`config.mk`:
```
export PLATFORM = sky130hd
export DESIGN_NAME = wb_hazard_scoreboard
export DESIGN_NICKNAME = d
export VERILOG_FILES = /design/src/rtl/proc_pkg.sv /design/src/rtl/wb_pending_counter.sv /design/src/rtl/wb_hazard_scoreboard.sv
export SDC_FILE = /design/constraint.sdc
export NUM_CORES = 1
export LEC_CHECK = 0
export ABC_AREA = 0
export BUFFER_PORTS_ARGS = -buffer_cell sky130_fd_sc_hd__buf_2
export CAP_MARGIN = 10
export CORE_ASPECT_RATIO = 1.2
export CORE_UTILIZATION = 50
export DETAILED_ROUTE_END_ITERATION = 7
export PLACE_DENSITY = 0.74
export SLEW_MARGIN = 20
export SYNTH_ARGS = -nofsm -noshare
export SYNTH_HDL_FRONTEND = slang
export SYNTH_SLANG_ARGS = --single-unit
```
`constraint.sdc`:
```
create_clock -name clock -period 3.1 [get_ports clock]
set_input_delay 0.155 -clock clock [delete_from_list [all_inputs] [get_ports clock]]
set_output_delay 0.155 -clock clock [all_outputs]
set_load 0.03 [all_outputs]
```
`src/rtl/proc_pkg.sv`:
```
// Shared processor definitions: opcodes, instruction field positions, issue states.
package proc_pkg;

    localparam logic [3:0] OP_STORE  = 4'b1100;
    localparam logic [3:0] OP_LOAD_A = 4'b1111;
    localparam logic [3:0] OP_LOAD_B = 4'b1101;

    localparam int unsigned INSTR_W = 20;
    localparam int unsigned OPC_HI  = 19;
    localparam int unsigned OPC_LO  = 16;
    localparam int unsigned RD_HI   = 15;
    localparam int unsigned RD_LO   = 12;
    localparam int unsigned RS_HI   = 11;
    localparam int unsigned RS_LO   = 8;
    localparam int unsigned RT_HI   = 7;
    localparam int unsigned RT_LO   = 4;

    typedef enum logic {
        RUN  = 1'b0,
        HOLD = 1'b1
    } issue_state_t;

endpackage

```
`src/rtl/wb_pending_counter.sv`:
```
// One per-register pending-write counter: saturating up/down with clear.
module wb_pending_counter #(
    parameter int unsigned CNT_W = 2
) (
    input  logic clock,
    input  logic resetn,
    input  logic inc,
    input  logic dec,
    input  logic clr,
    output logic zero,
    output logic sat,
    output logic underflow
);

    logic [CNT_W-1:0] count;

    assign zero      = (count == '0);
    assign sat       = (count == '1);
    // A retire with nothing pending; a same-cycle issue cancels it out instead.
    assign underflow = dec & ~inc & ~clr & zero;

    // Count update: clear wins, simultaneous inc/dec cancel, both ends hold.
    always_ff @(posedge clock or negedge resetn) begin
        if (!resetn) begin
            count <= '0;
        end else if (clr) begin
            count <= '0;
        end else if (inc && !dec && !sat) begin
            count <= count + CNT_W'(1);
        end else if (dec && !inc && !zero) begin
            count <= count - CNT_W'(1);
        end
    end

endmodule

```
`src/rtl/wb_hazard_scoreboard.sv`:
```
// Issue-side hazard scoreboard: tracks pending register writes and stalls issue.
module wb_hazard_scoreboard
    import proc_pkg::*;
#(
    parameter int unsigned NREGS = 16,
    parameter int unsigned CNT_W = 2
) (
    input  logic               clock,
    input  logic               resetn,
    input  logic               issue_valid,
    input  logic [INSTR_W-1:0] issue_instruction,
    output logic               issue_ready,
    input  logic               wb_enable,
    input  logic [3:0]         wb_address,
    input  logic               flush,
    output logic [NREGS-1:0]   busy_mask,
    output logic               stall,
    output logic [15:0]        stall_cycles,
    output logic               underflow_err
);

    logic [3:0] opcode, rd, rs, rt;
    logic       is_store, writer, hazard, fire;

    logic [NREGS-1:0] inc_vec, dec_vec, zero_vec, sat_vec, uf_vec;

    issue_state_t state;

    assign opcode = issue_instruction[OPC_HI:OPC_LO];
    assign rd     = issue_instruction[RD_HI:RD_LO];
    assign rs     = issue_instruction[RS_HI:RS_LO];
    assign rt     = issue_instruction[RT_HI:RT_LO];

    assign is_store = (opcode == OP_STORE);
    assign writer   = ~is_store;

    // Conservative check from registered counts only; no write-back bypass.
    assign hazard = ~zero_vec[rs] | ~zero_vec[rt]
                  | (is_store & ~zero_vec[rd])
                  | (writer & sat_vec[rd]);

    assign issue_ready = ~hazard;
    assign stall       = issue_valid & hazard;
    assign fire        = issue_valid & ~hazard & ~flush & writer;
    assign busy_mask   = ~zero_vec;

    for (genvar r = 0; r < NREGS; r++) begin : g_cnt
        assign inc_vec[r] = fire && (rd == 4'(r));
        assign dec_vec[r] = wb_enable && !flush && (wb_address == 4'(r));

        wb_pending_counter #(
            .CNT_W (CNT_W)
        ) u_cnt (
            .clock     (clock),
            .resetn    (resetn),
            .inc       (inc_vec[r]),
            .dec       (dec_vec[r]),
            .clr       (flush),
            .zero      (zero_vec[r]),
            .sat       (sat_vec[r]),
            .underflow (uf_vec[r])
        );
    end

    // Stall-accounting FSM plus sticky error and saturating stall counter.
    always_ff @(posedge clock or negedge resetn) begin
        if (!resetn) begin
            state         <= RUN;
            stall_cycles  <= '0;
            underflow_err <= 1'b0;
        end else begin
            unique case (state)
                RUN:  if (issue_valid && hazard && !flush) state <= HOLD;
                HOLD: if (!hazard || !issue_valid || flush) state <= RUN;
                default: state <= RUN;
            endcase
            if (stall && !flush && (stall_cycles != 16'hFFFF)) begin
                stall_cycles <= stall_cycles + 16'd1;
            end
            if (|uf_vec) begin
                underflow_err <= 1'b1;
            end
        end
    end

endmodule

```
==> flow_summary.toml <==
[worst_hold_path]
hp-start = "flush"
hold_class = "input pin to flop"

[cts]
cts_resized = 0
h-tree-depth = 2
numClockSinks = 49
cts_buffers = 5
root_buffer = "clkbuf_8"
cts_tree = "yes"
clock_latency_ns = 0.33
clk_pin_slew_ns = 0.10
clock_path_buffers = 2

[sta]
drv_slew = 0
relSlewSlack = 0.5130
worstMarginPinSlew_ns = 0.7250
setup-tns-final_ns = 0
final-hold-violation-count = 0
skew_ns = 0.01287
min_period_over_period = 0.9613
rsz0062_at_grt = "no"
min_period_ns = 2.980
whs_ns = 0.2300
timing.fmax_mhz = 335.6
setup_viol = 0

[logic_synthesis]
async_reset_ff_frac = 1.000
synth_warnings = 0
syn_area_um2 = 3956
synth-seq-cells = 49
syn_inst = 470
ys.flop_type = "dfrtp_1"
synth_top_area_cell = "dfrtp_1"
synthTopCellsByArea = "dfrtp_1 (31%), mux4_2 (4.6%), nor2_1 (4.6%)"
synth_edf_count = 0
synth_top_area_frac = 0.3099
synth_cell_types = 76
seq_area_frac_synth = 0.3099
synth_nets = 500
avgSynthCellArea_um2 = 8.418

[worst_setup_path]
cp-end-kind = "flop"
crit_path_top_delay_cell = "mux4_2"
path_cells = "nor2_1, inv_1, mux4_2, nand3b_1, nand3_2, nor4_2, buf_4, a31oi_4, a2111oi_4, nand4_1"
cpLargestDelayFamily = "simple AND/OR/NAND/NOR gates"
crit_start = "g_cnt[11].u_cnt.count[0]"
max_stage_delay_ns = 0.49
crit_fanout = 5
crit_type = "flop to flop"
critPathRequiredTime_ns = 3.29
cp_data_arrival_time_ns = 3.17
start_kind = "flop"
cp_num_buf_inv = 2
reg2reg_from = "g_cnt[11].u_cnt.count[0]"

[floorplan]
chipHeight_um = 99.44
initial_core_util = 0.5162
rows = 35
pin_count = 64
core_area_um2 = 7664
die_area_um2 = 8273
fp.dieW_um = 83.20

[run]
drv_cap = 0

[power_and_ir_drop]
leakage_nw = 2.096
vdd_ir_drop_max_uv = 291.7
power_density_nw_per_um2 = 344.8

[finish]
fin_cells = 630
antenna_cells = 0
drive_above_1_share = 0.2454
mostFrequentLayoutCells = "buf_2 (59), dfrtp_1 (49), nor2_1 (48)"
fin_area_um2 = 4524
nets = 567
area_growth_pct = 14.36
finalCoreUtilization = 0.5904
final_common_cell = "buf_2"

[placement]
gp_congestion = 0.9579
hpwlAfterDp_um = 8713
placed_area_um2 = 4409
placedCellCount = 620
port-buffer-count = 59

[grt]
grt_overflow = 0
antenna_found_initial = 0
grt_usage = 0.2749
grt_max_degree = 31
grt_pass1_vias = 3715
grt_pass1_wl_um = 18240

[detailed_routing]
post_drt_wl_per_cell_um = 17.96
num_vias = 3969
viasPerCell = 6.300
firstDrtPassIters = 6
drc = 0
routed_wl_um = 11320
initialDrtViolationCount = 365
postRouteAntennaNets = 0

[run_status]
status = "finished clean"
[worst register-to-register path: stages, from the launching register on]
cell	delay (ns)
dfrtp_1	0.43
nor2_1	0.23
inv_1	0.12
mux4_2	0.49
nand3b_1	0.11
nand3_2	0.14
nor4_2	0.43
buf_4	0.20
a31oi_4	0.11
a2111oi_4	0.43
nand4_1	0.14
[worst paths after layout]
path | end | slack [ns] | cells after the start
worst max-delay path | underflow_err | 0.12 | 10
worst min-delay path | g_cnt[12].u_cnt.count[0] | 0.23 | 2
worst min register to register | stall_cycles[8] | 0.49 | 1
worst max register to register | underflow_err | 0.12 | 10
min in group asynchronous | g_cnt[0].u_cnt.count[1] | 0.30 | 2
max in group asynchronous | g_cnt[5].u_cnt.count[0] | 2.02 | 3
[stage by stage]
step | total power [mW] | worst slack (ns)
after detailed placement | 1.130 | 0.1817
after global placement | 1.124 | 0.2225
final | 1.560 | 0.1200
after global routing | 1.624 | 0.006716
after CTS | 1.558 | 0.1720
after floorplan | 0.9907 | 0.2211
[cell type report]
class                           count  area, um^2
Fill cell                         704        3139
Multi-Input combinational cell    376        2520
Sequential cell                    49        1226
Timing Repair Buffer               81       475.5
Tap cell                           92       115.1
Inverter                           24       90.09
Clock buffer                        5       68.82
Clock inverter                      3       28.78
[flip-flops by register name, summed over array words and instances, names as in the netlist]
signal	count
stall_cycles	16
underflow_err	1
g_cnt.u_cnt.count	32
[cell usage after synthesis, types with 3 or more instances]
| library cell | n |
|---|---|
| or2_2 | 4 |
| mux4_2 | 8 |
| nand2_1 | 42 |
| buf_2 | 9 |
| a211oi_1 | 13 |
| and2_1 | 8 |
| a21o_1 | 5 |
| nor2b_1 | 5 |
| xor2_1 | 9 |
| a31oi_1 | 9 |
| a311oi_1 | 4 |
| nand3_2 | 3 |
| nand4_1 | 4 |
| o211ai_1 | 4 |
| clkbuf_1 | 8 |
| dfrtp_1 | 49 |
| o21ai_0 | 25 |
| o21a_1 | 7 |
| nand3_1 | 25 |
| nor3_2 | 3 |
| nand3b_1 | 3 |
| nor3b_1 | 4 |
| and4_1 | 6 |
| nor2_4 | 4 |
| a21oi_1 | 29 |
| xnor2_1 | 12 |
| or3_1 | 3 |
| inv_2 | 7 |
| inv_1 | 17 |
| nor3_1 | 17 |
| nand2b_1 | 11 |
| nor2_1 | 48 |
| and3_1 | 7 |
| o211a_1 | 3 |
[repair_timing]
item | in CTS | in global routing
endpoints found under the setup margin | 0 | 2
endpoints found under the hold margin | 19 | 0
hold buffers | 1 | 0
setup buffers | 0 | 1
[power by group]
| part | leakage, nW | switching, mW | internal (mW) |
|---|---|---|---|
| registers | 0.670 | 0.0534 | 0.675 |
| clock network | 0.0506 | 0.267 | 0.170 |
| logic | 1.38 | 0.258 | 0.137 |
| total | 2.10 | 0.578 | 0.982 |
[cells by family (layout without fill, tap and decap cells)]
group,Yosys count,after routing,synth area share
AND/OR/NAND/NOR,217,217,0.3102
AO/OA/AOI/OAI,125,125,0.2198
flip-flops,49,49,0.3099
buffers and inverters,45,113,0.05313
XOR/XNOR,21,21,0.04649
multiplexers,12,12,0.05724
adder cells (fa/ha/maj),1,1,0.003162
[routing by layer]
metal	vias up	wire length (um)	GRT usage
met4	0	236	0.1008
met1	1906	4586	0.3540
li1	1861	-	-
met3	26	845	0.04315
met5	-	0	0
met2	176	5647	0.4685
Power figures use the tool's default switching activity.
